===== src/rtl/recibe_datos_pkg.sv =====
// Shared types and default constants for the recibe_datos serial receiver.
package recibe_datos_pkg;

  typedef enum logic [1:0] {
    REPOSO = 2'd0,
    RECIBE = 2'd1,
    LLENO  = 2'd2
  } estado_t;

  localparam int ANCHO_DEF = 64;
  localparam int IDLE_DEF  = 512;
  localparam int SYNC_DEF  = 2;

endpackage


===== src/rtl/sincronizador.sv =====
// Multi-flop synchronizer for one asynchronous input; every stage resets to 0.
module sincronizador
  import recibe_datos_pkg::*;
#(
  parameter int SYNC_ETAP = SYNC_DEF
) (
  input  logic CLK,
  input  logic RST,
  input  logic d,
  output logic q
);

  logic [SYNC_ETAP-1:0] cadena_r;

  generate
    if (SYNC_ETAP == 1) begin : g_uno
      // Single-stage capture of the asynchronous input.
      always_ff @(posedge CLK or posedge RST) begin
        if (RST) begin
          cadena_r <= 1'b0;
        end else begin
          cadena_r <= d;
        end
      end
    end else begin : g_varios
      // Shift the input through the synchronizer chain.
      always_ff @(posedge CLK or posedge RST) begin
        if (RST) begin
          cadena_r <= '0;
        end else begin
          cadena_r <= {cadena_r[SYNC_ETAP-2:0], d};
        end
      end
    end
  endgenerate

  assign q = cadena_r[SYNC_ETAP-1];

endmodule


===== src/rtl/recibe_datos.sv =====
// Receiver for the gated-clock serial link: rebuilds LSB-first words and offers them on valido/acepta.
// Optional macro RECIBE_OVF_EN adds the sticky desborde output and keeps the unread word on overrun.
module recibe_datos
  import recibe_datos_pkg::*;
#(
  parameter int ANCHO     = ANCHO_DEF,
  parameter int IDLE_CYC  = IDLE_DEF,
  parameter int SYNC_ETAP = SYNC_DEF
) (
  input  logic             CLK,
  input  logic             RST,
  input  logic             DI,
  input  logic             SCLK,
  output logic [ANCHO-1:0] DATO,
  output logic             valido,
  input  logic             acepta,
  output logic             error_trama,
  output logic             ocupado
`ifdef RECIBE_OVF_EN
  ,
  output logic             desborde
`endif
);

  localparam int CW = $clog2(ANCHO + 1);
  localparam int TW = $clog2(IDLE_CYC + 1);
  localparam logic [CW-1:0] CUENTA_LLENA = CW'(ANCHO);
  localparam logic [CW-1:0] CUENTA_UNO   = CW'(1);
  localparam logic [CW-1:0] CUENTA_CERO  = CW'(0);
  localparam logic [TW-1:0] TIMER_FIN    = TW'(IDLE_CYC);
  localparam logic [TW-1:0] TIMER_UNO    = TW'(1);
  localparam logic [TW-1:0] TIMER_CERO   = TW'(0);

  logic             di_s;
  logic             sclk_s;
  logic             sclk_d_r;
  logic             flanco_s;
  logic [TW-1:0]    timer_r;
  logic [CW-1:0]    cuenta_r;
  logic [CW-1:0]    cuenta_sig_s;
  logic [ANCHO-2:0] sr_r;
  logic [ANCHO-1:0] palabra_s;
  estado_t          estado_r;
  estado_t          estado_sig_s;
  logic             desplaza_s;
  logic             completa_s;
  logic             descarta_s;
  logic             error_s;
  logic             se_pierde_s;

  sincronizador #(.SYNC_ETAP(SYNC_ETAP)) u_sync_di (
    .CLK (CLK),
    .RST (RST),
    .d   (DI),
    .q   (di_s)
  );

  sincronizador #(.SYNC_ETAP(SYNC_ETAP)) u_sync_sclk (
    .CLK (CLK),
    .RST (RST),
    .d   (SCLK),
    .q   (sclk_s)
  );

  assign flanco_s  = sclk_s & ~sclk_d_r;
  // sr_r holds the ANCHO-1 most recent bits; the bit being sampled completes the word.
  assign palabra_s = {di_s, sr_r};

  // Delayed copy of the synchronized bit clock for rising-edge detection.
  always_ff @(posedge CLK or posedge RST) begin
    if (RST) begin
      sclk_d_r <= 1'b0;
    end else begin
      sclk_d_r <= sclk_s;
    end
  end

  // Idle timer: restarts on every bit-clock edge, saturates at IDLE_CYC.
  always_ff @(posedge CLK or posedge RST) begin
    if (RST) begin
      timer_r <= TIMER_CERO;
    end else if (flanco_s) begin
      timer_r <= TIMER_CERO;
    end else if (timer_r != TIMER_FIN) begin
      timer_r <= timer_r + TIMER_UNO;
    end else begin
      timer_r <= timer_r;
    end
  end

  // Next-state and datapath control for the frame FSM.
  always_comb begin
    estado_sig_s = estado_r;
    cuenta_sig_s = cuenta_r;
    desplaza_s   = 1'b0;
    completa_s   = 1'b0;
    descarta_s   = 1'b0;
    error_s      = 1'b0;
    case (estado_r)
      REPOSO: begin
        if (flanco_s) begin
          estado_sig_s = RECIBE;
          cuenta_sig_s = CUENTA_UNO;
          desplaza_s   = 1'b1;
        end else begin
          estado_sig_s = REPOSO;
        end
      end
      RECIBE: begin
        if (flanco_s) begin
          desplaza_s = 1'b1;
          if (cuenta_r == (CUENTA_LLENA - CUENTA_UNO)) begin
            completa_s   = 1'b1;
            cuenta_sig_s = CUENTA_LLENA;
            estado_sig_s = LLENO;
          end else begin
            cuenta_sig_s = cuenta_r + CUENTA_UNO;
          end
        end else if (timer_r == TIMER_FIN) begin
          estado_sig_s = REPOSO;
          cuenta_sig_s = CUENTA_CERO;
          descarta_s   = 1'b1;
          error_s      = 1'b1;
        end else begin
          estado_sig_s = RECIBE;
        end
      end
      LLENO: begin
        // Padding edges after a complete word are ignored.
        if (timer_r == TIMER_FIN) begin
          estado_sig_s = REPOSO;
          cuenta_sig_s = CUENTA_CERO;
        end else begin
          estado_sig_s = LLENO;
        end
      end
      default: begin
        estado_sig_s = REPOSO;
        cuenta_sig_s = CUENTA_CERO;
      end
    endcase
  end

  // FSM state, bit count and the status outputs derived from them.
  always_ff @(posedge CLK or posedge RST) begin
    if (RST) begin
      estado_r    <= REPOSO;
      cuenta_r    <= CUENTA_CERO;
      ocupado     <= 1'b0;
      error_trama <= 1'b0;
    end else begin
      estado_r    <= estado_sig_s;
      cuenta_r    <= cuenta_sig_s;
      ocupado     <= (estado_sig_s != REPOSO);
      error_trama <= error_s;
    end
  end

  // Shift register collecting the incoming bits.
  always_ff @(posedge CLK or posedge RST) begin
    if (RST) begin
      sr_r <= '0;
    end else if (descarta_s) begin
      sr_r <= '0;
    end else if (desplaza_s) begin
      sr_r <= palabra_s[ANCHO-1:1];
    end else begin
      sr_r <= sr_r;
    end
  end

`ifdef RECIBE_OVF_EN
  assign se_pierde_s = completa_s & valido & ~acepta;

  // Sticky overrun flag, cleared by the consumer taking the word.
  always_ff @(posedge CLK or posedge RST) begin
    if (RST) begin
      desborde <= 1'b0;
    end else if (se_pierde_s) begin
      desborde <= 1'b1;
    end else if (desborde && acepta) begin
      desborde <= 1'b0;
    end else begin
      desborde <= desborde;
    end
  end
`else
  assign se_pierde_s = 1'b0;
`endif

  // Output word register and valid/ack handshake.
  always_ff @(posedge CLK or posedge RST) begin
    if (RST) begin
      DATO   <= '0;
      valido <= 1'b0;
    end else if (completa_s && !se_pierde_s) begin
      DATO   <= palabra_s;
      valido <= 1'b1;
    end else if (completa_s) begin
      DATO   <= DATO;
      valido <= 1'b1;
    end else if (valido && acepta) begin
      DATO   <= DATO;
      valido <= 1'b0;
    end else begin
      DATO   <= DATO;
      valido <= valido;
    end
  end

endmodule


===== config.mk =====
export PLATFORM = sky130hd
export DESIGN_NAME = recibe_datos
export DESIGN_NICKNAME = d
export VERILOG_FILES = /design/src/rtl/recibe_datos_pkg.sv /design/src/rtl/sincronizador.sv /design/src/rtl/recibe_datos.sv
export SDC_FILE = /design/constraint.sdc
export NUM_CORES = 1
export LEC_CHECK = 0
export CAP_MARGIN = 0
export CORE_UTILIZATION = 35
export CTS_CLUSTER_DIAMETER = 200
export DETAILED_ROUTE_END_ITERATION = 7
export GPL_ROUTABILITY_DRIVEN = 0
export GPL_TIMING_DRIVEN = 0
export SLEW_MARGIN = 0
export SYNTH_ARGS = -nofsm -noshare
export SYNTH_HDL_FRONTEND = slang
export SYNTH_SLANG_ARGS = --single-unit
export TNS_END_PERCENT = 50

===== constraint.sdc =====
create_clock -name CLK -period 7.77 [get_ports CLK]
set_input_delay 2.331 -clock CLK [delete_from_list [all_inputs] [get_ports CLK]]
set_output_delay 2.331 -clock CLK [all_outputs]
set_load 0.02 [all_outputs]

# --- After elaboration in Yosys (flattened, before gate mapping) ---
# Index checks and enable logic that the tools add are counted.
word_totals:
  regBits: 154
  inputBits: 5
classes:
  addsub: 2
  n_eq_ne: 6
  n_mux: 25
  bitwise_logic: 2
  reduce_logical: 7
ops:
  columns: ["cell", "count"]
  rows:
  - ["$mux W63", 2]
  - ["$mux W7", 4]
  - ["$pmux W7 S3", 1]
  - ["$mux W10", 2]
  - ["$mux W1", 12]
  - ["$add A10 B1 Y10 const B", 1]
  - ["$eq A10 B10 Y1 const B", 1]
  - ["$ne A10 B10 Y1 const B", 1]
  - ["$reduce_bool A2 Y1", 4]
  - ["$add A7 B1 Y7 const B", 1]
  - ["$eq A7 B6 Y1 const B", 1]
  - ["$mux W2", 3]
  - ["$pmux W2 S3", 1]
  - ["$eq A2 B1 Y1 const B", 1]
  - ["$eq A2 B2 Y1 const B", 1]
  - ["$logic_not A2 Y1", 1]
  - ["$ne A2 B2 Y1 const B", 1]
  - ["$reduce_or A2 Y1", 1]
  - ["$and A1 B1 Y1", 1]
  - ["$logic_and A1 B1 Y1", 1]
  - ["$not A1 Y1", 1]

# --- Logic depth before layout (Yosys ltp) ---
depth:
  ltp_word: 6
  ltp_mapped: 8
  mapped_depth_nobuf: 6

# --- Modules after synthesis ---
# A second synthesis with hierarchy kept.
unflattened:
  hier_cells: 534
  hier_area_um2: 6244.7
modules_own_cells:
  columns: ["mod", "instances", "cells_per_inst", "area_per_inst_um2", "seq_area_each_um2"]
  rows:
  - ["recibe_datos", 1, 528, 6137.1, 3753.6]
  - ["sincronizador", 2, 3, 53.8, 50.0]

# --- Worst setup path before layout ---
# No wires, ideal clock.
synth_path:
  path_kind: "flip-flop to output port"
  from: "reg valido"
  to: "out valido"
  arrival_ps: 425
  t_required_ps: 5439
  slack_ps: 5014
  path_stages_with_launch: 1
  path_buffers: 0
  cell_sequence: "dfrtp_1"
synth_rtl:
  columns: ["element", "line", "text"]
  rows:
  - ["from (decl)", "recibe_datos.sv:15", "output logic valido,"]
  - ["from (signal assigned)", "recibe_datos.sv:207", "valido <= valido;"]
# No word-level cell between the ends.

# --- Final worst setup path ---
layout_path:
  from: "reg DATO[63]"
  to: "out DATO[63]"
layout_rtl:
  columns: ["element", "line", "text"]
  rows:
  - ["from (decl)", "recibe_datos.sv:14", "output logic [ANCHO-1:0] DATO,"]
  - ["from (signal assigned)", "recibe_datos.sv:197", "DATO <= palabra_s;"]
# No word-level cell between the ends.

==> results.md <==
* Layout fillers at ~1600
* CP Class: reg -> out
* Layout area overhead at 24.63%
* Antenna-violating nets left at 0
* Footprint of the multi-input gates at 2265 sq um
* WP data required at around 5.4 ns
* Largest cells by area after synthesis: dfrtp_1 (60%), mux2_4 (8.9%), nand2_1 (7.8%)
* RSZ-0062 raised after global routing: false
* CP cell instances: clkdlybuf4s50_1
* CORE AREA at 17960 sq um
* Final wirelength at around 12000 um
* IO buf count at between 70 and 80
* Internal reg-to-reg setup slack at 5.67 ns
* Final hold slack at 0.3685 ns
* Sequential share of the synthesized area at 60.07%
* Reg clk slew, reported paths at about 0.060 ns
* WHS Endpoint: u_sync_di.cadena_r[1]
* Syn Nets at 545
* Final Util at around 45%
* Status: finished clean
* Num CTS Buffers at 17
* Post-route cell area at 7995 sq um
* Clk sinks at 154
* Synthesis warning total at 0
* CTS H-tree depth at 4
* Number of synthesized flops with an enable pin at 0
* Final period util at 48.22%
* Post-DP HPWL at 8437 um
* Nets@finish at 636
* Final non-filler cell total at between 800 and 900
* Die X at 137.4 um
* R2r endpoint: DATO[35]
* Per-cell routed wire length at around 14 um
* Syn Area/Cell at 11.95 sq um
* Startpoint types: flip-flop
* Die Span Y at between 100 and 150 um
* Leak at between 0.003 and 0.004 uW
* Placed Area at 7445 sq um
* Ys flop type: dfrtp_1
* Max Cap Violations at 0
* Mapped cell area at 6415 sq um
* CP Data Arrival Time at roughly 1.4 ns
* Hold Crit Start: u_sync_di.cadena_r[0]
* Buffers & Inverters on Critical Path at 1
* Final setup viols at 0
* DRC viols at 0
* Cells after synthesis at about 540
* Postcts setup bufs at 0
* Fmax at 266.9 MHz
* Reg area at 3854 sq um
* CP max-delay cell: clkdlybuf4s50_1
* Hold Violations, Final at 0
* Crit-path max cell delay at 0.64 ns
* DRT iter0 DRCs at 146
* Via count at about 4200
* Fraction of layout cells with a size suffix above 1 at roughly a fifth
* Initial antenna violation count at 0
* CP Capture Type: output port
* Top-area cell type share of the netlist area at approximately three fifths
* Vias in the first global route at 4044
* CTS tree: built
* Vias/cell at 4.802
* Hold_buf cts at 0
* PD cells at between 200 and 250 nW/um^2
* Ant diodes at 0
* Resized Gates After CTS at 0
* Area leader, netlist: dfrtp_1
* GRT Resource Usage Total at ~14%
* Pin count of the biggest net entering global routing at 96
* Io pins at 72
* Placed Instances at 838
* DR pass1 iterations at 4
* Distinct cell type count after synthesis at 44
* Async S/R FF share, synth at 100.0%
* Final min period at 3.747 ns
* Clock latency on the worst-skew pair at 0.42 ns
* Worst reg2reg path depth at 7
* Slew HR at 57.11%
* Post-Route Skew at 0.007133 ns
* Final Max Slew Viols at 0
* Critical path's top delay family: buffers and inverters
* Clock root cell: clkbuf_16
* Setup tns final at 0 ns
* Std-Cell Rows at 49
* Starting Density at 35.71%
* Hold path depth at 0
* First-pass GRT wire length at 20320 um
* #FFs+latches synth at about 150
* Slew @ Worst Pin at about 0.64 ns
* Max Root-Sink Buffers at 2
* Worst Path Max Fanout at 2
* GRT Residual Overflow at 0
* Die area at 18870 sq um
* Worst r2r src: cuenta_r[0]
* Maximum vdd drop at 0.0001540 V
* Hold Path Class: reg -> reg
[through the flow]
step	setup slack, ns	power (uW)
2_1_floorplan	1.289	943.6
3_3_place_gp	-0.5482	966.7
3_5_place_dp	4.081	975.2
4_1_cts	3.974	1770
5_1_grt	3.946	1818
6_report	4.023	1743
[synthesized netlist by cell type (all sizes together), types with 2 or more instances]
cell type  count
inv           12
nand3b         3
buf           15
o22ai          3
nor2          10
ha             3
nand2b         3
clkbuf        16
o21ai          7
xnor2          4
xor2           4
mux2          64
and3           3
nand3          9
nand2        134
or3            3
o221ai         3
nor3           3
nand4          2
a21oi         69
dfrtp        154
[layout by cell type, fill, tap and decap left out, types with 4 or more instances in the layout]
master             n
dfrtp_1          154
nand2_1          133
clkdlybuf4s50_1   71
a21oi_1           69
mux2_4            38
mux2_2            26
clkbuf_1          18
clkbuf_16         17
inv_1             11
nor2_1            10
buf_6              9
o21ai_0            7
nand3_1            6
clkinv_2           5
xnor2_1            4
xor2_1             4
[state kept, by name, summed over array words and instances (netlist names)]
register / flops
DATO: 64
cuenta_r: 7
error_trama: 1
estado_r: 2
ocupado: 1
sclk_d_r: 1
sr_r: 63
timer_r: 10
u_sync_di.cadena_r: 2
u_sync_sclk.cadena_r: 2
valido: 1
[worst register-to-register path, delay by kind of cell, from the launching register on]
kind / cells / cell delay [ns]
adders and majority gates: 1 / 0.27
DFF: 1 / 0.44
muxes: 1 / 0.30
buffers and inverters: 2 / 0.35
and+or+nand+nor: 3 / 0.62
[logic make-up (layout without fill, tap and decap cells)]
kind of cell / count (synthesis) / in the layout / synth area share, %
AND/OR/NAND/NOR: 177 / 177 / 12.72
flip-flops: 154 / 154 / 60.07
AO/OA/AOI/OAI: 87 / 87 / 7.295
multiplexers: 65 / 65 / 13.61
buffers and inverters: 43 / 145 / 4.622
XOR/XNOR: 8 / 8 / 1.092
adder cells (fa/ha/maj): 3 / 3 / 0.5852
[layer usage]
| layer | share of wire [%] | GRT usage, % |
|---|---|---|
| met3 | 3.4 | 4.341 |
| met5 | 0 | 0 |
| met1 | 48 | 18.74 |
| met4 | 0.75 | 5.372 |
| met2 | 48 | 21.55 |
[worst max-delay path by stage]
| stage | from | slack (ns) | cells after the start | endpoint |
|---|---|---|---|---|
| floorplan | RST | 1.29 | 1 | DATO[0] |
| global placement | RST | -0.55 | 2 | DATO[13] |
| detailed placement | RST | 4.08 | 3 | DATO[8] |
| CTS | DATO[63] | 3.97 | 1 | DATO[63] |
| global route | DATO[63] | 3.95 | 1 | DATO[63] |
| finish | DATO[63] | 4.02 | 1 | DATO[63] |
[where the power goes]
group          internal [uW]  leakage (uW)  total [uW]  switching, uW
registers                833       0.00211         865           31.8
logic                   36.3       0.00122        94.1           57.7
clock network            474      0.000268         784            310
total                   1340       0.00360        1740            400
[cell type report]
cell class | count | area share [%]
well taps | 229 | 3.584
flip-flops and latches | 154 | 48.20
clock buffers | 21 | 5.634
repair buffers | 72 | 9.233
plain buffers | 31 | 3.146
multi-input cells | 340 | 28.33
inverters | 12 | 0.6260
clock inverters | 9 | 1.252
No activity file was read; power rests on OpenSTA's default activity.
